File: config.mk
export PLATFORM = sky130hd
export DESIGN_NAME = stack_sequencer
export DESIGN_NICKNAME = d
export VERILOG_FILES = /design/src/rtl/stack_sequencer.sv
export SDC_FILE = /design/constraint.sdc
export NUM_CORES = 1
export LEC_CHECK = 0
export ABC_AREA = 1
export BUFFER_PORTS_ARGS = -buffer_cell sky130_fd_sc_hd__buf_2
export CORE_ASPECT_RATIO = 0.9
export CORE_MARGIN = 2
export CORE_UTILIZATION = 53
export CTS_BUF_LIST = sky130_fd_sc_hd__clkbuf_8
export CTS_CLUSTER_SIZE = 14
export DETAILED_ROUTE_END_ITERATION = 16
export PLACE_DENSITY = 0.93
export SYNTH_ARGS = -nofsm -noshare
export SYNTH_HDL_FRONTEND = slang
export SYNTH_SLANG_ARGS = --single-unit
File: constraint.sdc
create_clock -name clk -period 2.6 [get_ports clk]
set_clock_uncertainty 0.15 [all_clocks]
set_input_delay 0.26 -clock clk [delete_from_list [all_inputs] [get_ports clk]]
set_output_delay 0.26 -clock clk [all_outputs]
set_load 0.005 [all_outputs]
File: src/rtl/stack_sequencer.sv
// stack_sequencer: initiator side of the data-memory interface.
// Owns the 8-bit downward-growing stack pointer and sequences PUSH, POP,
// CALL and RET onto the data memory, one op at a time via valid/ready.
//
// Optional feature: define STACK_GUARD_EN to enable overflow/underflow
// guarding against SP_LIMIT / SP_INIT (fault pulse, write/load suppression).
// Without it, fault is tied 0 and SP wraps modulo 256.
//
// Ports:
//   clk, rst              clock, synchronous active-high reset
//   op_valid/op_code      stack op request (00 PUSH, 01 POP, 10 CALL, 11 RET)
//   op_ready              idle, able to accept an op
//   target_in             CALL destination, latched on accept
//   mem_rdata             asynchronous memory read data at current address
//   sp_out                stack pointer to memory SP input
//   wr, s2, s5            memory write enable, addr-mux (1=SP), data-mux (1=RN)
//   done                  one-cycle completion pulse
//   pop_data              value read by POP/RET, valid with done
//   rn_load, pc_load      register-file / PC load strobes, with done
//   pc_out                PC value: target for CALL, popped value for RET
//   fault                 one-cycle guard fault pulse, with done

module stack_sequencer #(
    parameter logic [7:0] SP_INIT  = 8'hFF,
    parameter logic [7:0] SP_LIMIT = 8'h80
) (
    input  logic       clk,
    input  logic       rst,
    input  logic       op_valid,
    input  logic [1:0] op_code,
    output logic       op_ready,
    input  logic [7:0] target_in,
    input  logic [7:0] mem_rdata,
    output logic [7:0] sp_out,
    output logic       wr,
    output logic       s2,
    output logic       s5,
    output logic       done,
    output logic [7:0] pop_data,
    output logic       rn_load,
    output logic       pc_load,
    output logic [7:0] pc_out,
    output logic       fault
);

    localparam int unsigned W = 8;

    localparam logic [1:0] OP_PUSH = 2'b00;
    localparam logic [1:0] OP_POP  = 2'b01;
    localparam logic [1:0] OP_CALL = 2'b10;
    localparam logic [1:0] OP_RET  = 2'b11;

`ifdef STACK_GUARD_EN
    localparam bit GUARD_EN = 1'b1;
`else
    localparam bit GUARD_EN = 1'b0;
`endif

    typedef enum logic [2:0] {
        S_IDLE  = 3'd0,
        S_WRITE = 3'd1,
        S_INC   = 3'd2,
        S_READ  = 3'd3,
        S_DONE  = 3'd4
    } state_e;

    state_e         state_q, state_d;
    logic [W-1:0]   sp_q, sp_d;
    logic [1:0]     op_q, op_d;
    logic [W-1:0]   tgt_q, tgt_d;
    logic [W-1:0]   pop_q, pop_d;
    logic [W-1:0]   pc_q, pc_d;
    logic           flt_q, flt_d;

    // Guard conditions; constant 0 when the guard is not built in
    logic push_block_c;
    logic pop_block_c;

    assign push_block_c = GUARD_EN && (sp_q < SP_LIMIT);
    assign pop_block_c  = GUARD_EN && (sp_q == SP_INIT);

    assign sp_out   = sp_q;
    assign pop_data = pop_q;
    assign pc_out   = pc_q;

    // State and datapath registers
    always_ff @(posedge clk) begin
        if (rst) begin
            state_q <= S_IDLE;
            sp_q    <= SP_INIT;
            op_q    <= OP_PUSH;
            tgt_q   <= '0;
            pop_q   <= '0;
            pc_q    <= '0;
            flt_q   <= 1'b0;
        end else begin
            state_q <= state_d;
            sp_q    <= sp_d;
            op_q    <= op_d;
            tgt_q   <= tgt_d;
            pop_q   <= pop_d;
            pc_q    <= pc_d;
            flt_q   <= flt_d;
        end
    end

    // Next-state and output decode from state plus latched op
    always_comb begin
        state_d  = state_q;
        sp_d     = sp_q;
        op_d     = op_q;
        tgt_d    = tgt_q;
        pop_d    = pop_q;
        pc_d     = pc_q;
        flt_d    = flt_q;
        op_ready = 1'b0;
        wr       = 1'b0;
        s2       = 1'b0;
        s5       = 1'b0;
        done     = 1'b0;
        rn_load  = 1'b0;
        pc_load  = 1'b0;
        fault    = 1'b0;

        case (state_q)
            S_IDLE: begin
                op_ready = 1'b1;
                if (op_valid) begin
                    op_d  = op_code;
                    tgt_d = target_in;
                    flt_d = 1'b0;
                    // bit 0 set for POP/RET: read path starts with pre-increment
                    state_d = op_code[0] ? S_INC : S_WRITE;
                end
            end

            S_WRITE: begin
                s2 = 1'b1;
                s5 = (op_q == OP_PUSH);
                if (push_block_c) begin
                    flt_d = 1'b1;
                end else begin
                    // A reset edge must never commit a write, even mid-op
                    wr   = !rst;
                    sp_d = sp_q - W'(1);
                end
                if (op_q == OP_CALL) begin
                    pc_d = tgt_q;
                end
                state_d = S_DONE;
            end

            S_INC: begin
                s2 = 1'b1;
                if (pop_block_c) begin
                    flt_d = 1'b1;
                end else begin
                    sp_d = sp_q + W'(1);
                end
                state_d = S_READ;
            end

            S_READ: begin
                s2    = 1'b1;
                pop_d = flt_q ? W'(0) : mem_rdata;
                if (op_q == OP_RET) begin
                    pc_d = flt_q ? W'(0) : mem_rdata;
                end
                state_d = S_DONE;
            end

            S_DONE: begin
                done    = 1'b1;
                fault   = flt_q;
                rn_load = (op_q == OP_POP) && !flt_q;
                pc_load = ((op_q == OP_CALL) || (op_q == OP_RET)) && !flt_q;
                state_d = S_IDLE;
            end

            default: begin
                state_d = S_IDLE;
            end
        endcase
    end

endmodule

; Word level (Yosys, flattened, before mapping)
; Cells that the tools add are included.
[classes]
n_lt_le_gt_ge = 0
muxes = 14
n_eq_ne = 10
n_addsub = 2
bitwise = 0
n_reduce_logical = 10
n_mul = 0
shift = 0
n_div = 0
[ops]
columns = operator, n
row1 = $pmux 8 s2, 2
row2 = $mux 8, 2
row3 = $pmux 3 s3, 1
row4 = $add 8x1->8 const B, 1
row5 = $sub 8x1->8 const B, 1
row6 = $mux 1, 7
row7 = $eq 3x2->1 const B, 2
row8 = $ne 2x2->1 const B, 3
row9 = $eq 2x2->1 const B, 2
row10 = $reduce_bool 2->1, 2
row11 = $eq 3x1->1 const B, 1
row12 = $eq 3x3->1 const B, 1
row13 = $logic_not 3->1, 1
row14 = $mux 3, 1
row15 = $reduce_and 3->1, 1
row16 = $reduce_or 3->1, 1
row17 = $eq 2x1->1 const B, 1
row18 = $logic_not 2->1, 1
row19 = $mux 2, 1
row20 = $reduce_and 2->1, 1
row21 = $reduce_or 2->1, 1
row22 = $logic_not 1->1, 1
row23 = $logic_or 1x1->1, 1
[totals]
ram_bits = 0
reg_bits = 37
romBits = 0
word_cells = 42
latch_bits = 0
output_inout_bits = 32
memories = 0
inputBits = 21

; Longest topological paths before layout
[logic_depth]
word_depth = 3
mapped_depth = 10

; Worst setup path after synthesis
; Ideal clock, no wire load.
[synth_timing]
path_kind = register to register
startpoint = register state_q[1]
endpoint = register sp_q[7], in the netlist sp_out[7]
n_path_buf = 1
setup_slack_ps = 785
synth_period_minus_slack_ps = 1815
setup_time_ps = 113
t_arrival_ps = 1552
stages_incl_launch_ff = 9
t_required_ps = 2337
cell_sequence = dfxtp_1 -> buf_4 -> nand3_2 -> ha_1 -> or2_2 -> nand3_1 -> nand3_1 -> nand3_1 -> nand2_1
[synth_between]
elab_chain_len = 2
word_cells_on_any_way = 4
cone_classes = eq/ne: 2 / mux: 1 / reduce/logical: 1
[synth_rtl]
columns = item, line
row1 = "start, declared", 67  ; state_e state_q, state_d;
row2 = "start signal, assigned", 97  ; state_q <= state_d;
row3 = $eq 3x2->1 / $eq 3x1->1 (equally long branches), 125  ; case (state_q)
row4 = $pmux 8 s2 / $reduce_bool 2->1 (equally long branches), n/a
row5 = "end signal, assigned", 98  ; sp_q <= sp_d;
row6 = "end, declared", 68  ; logic [W-1:0] sp_q, sp_d;
; Several ways; a longest one is shown, not always the timed one.
; A chain may end at the register's enable or synchronous reset.

; Final worst setup path
; Same ends and word-level chain as after synthesis.

==> results by group <==
Status
  – Status: completed

CTS
  – Clk pin slew, worst setup/hold paths: about 0.08 ns
  – Postcts setup bufs: 0
  – TritonCTS clock tree: yes
  – H-tree Lvls: 2
  – Clock Tree Root: clkbuf_8
  – Num CTS Buffers: 5
  – CTS Hold Bufs: 0
  – # resized after CTS: 0
  – Clock latency on the worst-skew pair: approximately 0.29 ns
  – Clock Path Buffers: 2
  – CTS Sinks: 37

Floorplan
  – Die H: 59.16 um
  – Initial Util: 0.5424
  – Die Area: about 0.0039 mm2
  – Std cell rows: 20
  – I/O pin count: 53
  – Die width: 65.29 um
  – Core footprint: ~0.0033 mm2

Route
  – Routed WL: approximately 4400 um
  – Initial drt markers: ~160
  – DRC violations left: 0
  – Via-to-Cell Ratio: between 5 and 6
  – First-pass DRT Iterations: 4
  – WL/cell: between 10 and 15 um
  – Via Count: approximately 1900
  – Post-DRT Antenna Nets: 0

Timing
  – Final hold vios: 0
  – TNS Setup: 0 ns
  – Max_slew headroom: 0.6121
  – Max Fclk: between 400 and 500 MHz
  – Final setup vio count: 0
  – Slew Limit Fails: 0
  – RSZ-0062 raised after global routing: false
  – Minimum clock period: ~2.1 ns
  – Actual slew at the worst max-slew pin: between 0.5 and 0.6 ns
  – Final worst path period share: 0.8156

GRT
  – Largest net degree at the start of global routing: 21
  – Vias in the first global route: about 1600
  – Total grt overflow: 0
  – Initial antenna violation count: 0
  – Total GRT Usage: 0.2434
  – First-pass GRT wire length: around 7200 um

Placement
  – # port buffers: between 50 and 60
  – Dpl hpwl: about 3000 um
  – RD Place Congestion: 0.8353

Logic synthesis
  – Top_reg_cell synth: dfxtp_1
  – Mapped cell area: roughly 0.0018 mm2
  – Post-synth EDFFs: 0
  – Most common cell in the netlist: nand2_1
  – Warnings from Yosys: 0
  – Yosys cell types: 26
  – Yosys reg bits: 37
  – Synth cell count leaders: 76 x nand2_1, 37 x dfxtp_1, 31 x a21oi_1
  – Synth Area per Inst: between 6 and 7 um2
  – Fraction of the yosys area taken by sequential cells: 0.4134
  – Synth top area share: 0.4134
  – Main area contributors after synthesis: dfxtp_1 41%, nand2_1 16%, a21oi_1 8.7%
  – Gate Count Post-Synth: 256
  – Post-synthesis cell type with the largest combined area: dfxtp_1
  – Syn Nets: about 280
  – FFs w/ async S/R, synth: 0

Cells and area
  – Register area: 740.7 um2
  – NumNets Final: 334
  – ANT cells: 0
  – Filler cells: 274
  – Area of the multi-input gates: 889.6 um2
  – Share of cells above drive strength 1: 0.2345
  – Area delta synth->final: 21.72%

Worst setup path
  – WS Path Type: reg -> reg
  – Worst Setup Start Kind: register
  – Worst Path Max Fanout: 11
  – R2r endpoint: sp_out[7]
  – Largest stage delay, worst path: between 0.4 and 0.5 ns
  – Slowest cell on crit path: dfxtp_1
  – R2r setup slk: 0.48 ns
  – Crit-path cells: nand3_2, ha_1, or2_2, nand3_1, nand3_1, nand3_1, nand2_1
  – CP most frequent cell: nand3_1
  – Worst setup EP type: register
  – R2R cell count: 7
  – Crit path arrival time: 2.16 ns
  – CP Data Required Time: 2.64 ns
  – RR Startpoint: state_q[1]

Hold path
  – Min-Delay Path Class: in -> reg
  – Worst Hold Depth: 3
  – Hold endpoint: pop_data[7]
  – HP Start: mem_rdata[7]

Run
  – Max-cap violations: 0

Power and ir drop
  – Pwr Density: between 700 and 800 mW/mm2
  – Pleak: 1.041 nW
  – Pwr Total: around 0.0016 W
  – VDD IR max: around 0.00032 V
==> cell type report <==
cell class / instances / share of cell area
tap: 44 / 0.02524
sequential: 37 / 0.3396
clock inverter: 2 / 0.01721
inverter: 32 / 0.05508
clock buffer: 6 / 0.03787
multi-input combinational: 179 / 0.4079
timing repair buffer: 51 / 0.1170
==> metal layers <==
layer	global-route usage	up-vias	routed length [um]
met5	0	-	0
met3	0.04943	14	316
met4	0.1190	0	111
li1	-	918	-
met2	0.4009	77	2076
met1	0.3070	875	1937
==> logic make-up after synthesis <==
kind of cell / Yosys count / share of synthesized area
adders and majority gates: 7 / 0.05307
and+or+nand+nor: 118 / 0.2905
AOI/OAI and AO/OA: 53 / 0.1508
other: 1 / 0.002093
DFF: 37 / 0.4134
buffers and inverters: 40 / 0.09008
==> flip-flops by register name, indices dropped and copies added, names as in the netlist <==
register  cells
tgt_q         8
pc_out        8
state_q       3
pop_data      8
sp_out        8
op_q          2
==> critical path: cells and delay by family (launching register included) <==
family	cells	cell delay [ns]
adders and majority gates	1	0.42
and+or+nand+nor	6	0.96
DFF	1	0.49
==> worst max-delay path by stage <==
stage           endpoint  startpoint  cells past startpoint
2_1_floorplan  sp_out[7]  state_q[1]                      8
3_3_place_gp   sp_out[7]  state_q[1]                      7
3_5_place_dp   sp_out[5]  state_q[1]                      8
4_1_cts        sp_out[7]  state_q[1]                      7
5_1_grt        sp_out[7]  state_q[1]                      7
6_report       sp_out[7]  state_q[1]                      7
==> through the flow <==
stage	hold WS, ns	instances	util	cell area (um2)	worst slack, ns
after floorplan	0.2573	256	-	1792	0.7848
after global placement	0.2853	343	0.6239	2061	0.6421
after detailed placement	0.2911	343	0.6239	2061	0.5577
after CTS	0.08232	351	0.6602	2181	0.4779
after global routing	0.09967	351	0.6602	2181	0.3321
final	0.08224	351	0.6602	2181	0.4795
==> report_power, final <==
group          switching [W]  total (W)  internal [W]
clock network       0.000219   0.000531      0.000312
logic               0.000264   0.000429      0.000165
registers          0.0000416   0.000660      0.000618
total               0.000525    0.00162       0.00110
==> placed cells by master (no fill, tap or decap), drive strengths merged, types with 2 or more instances in the layout <==
cell type  count
clkbuf         6
or2            2
nor2          14
nand2         78
a21oi         31
dfxtp         37
inv           32
o21ai         20
ha             6
buf           51
nand3         16
nor3           5
nand3b         2
Note: power is estimated with default switching activity, not from simulation.
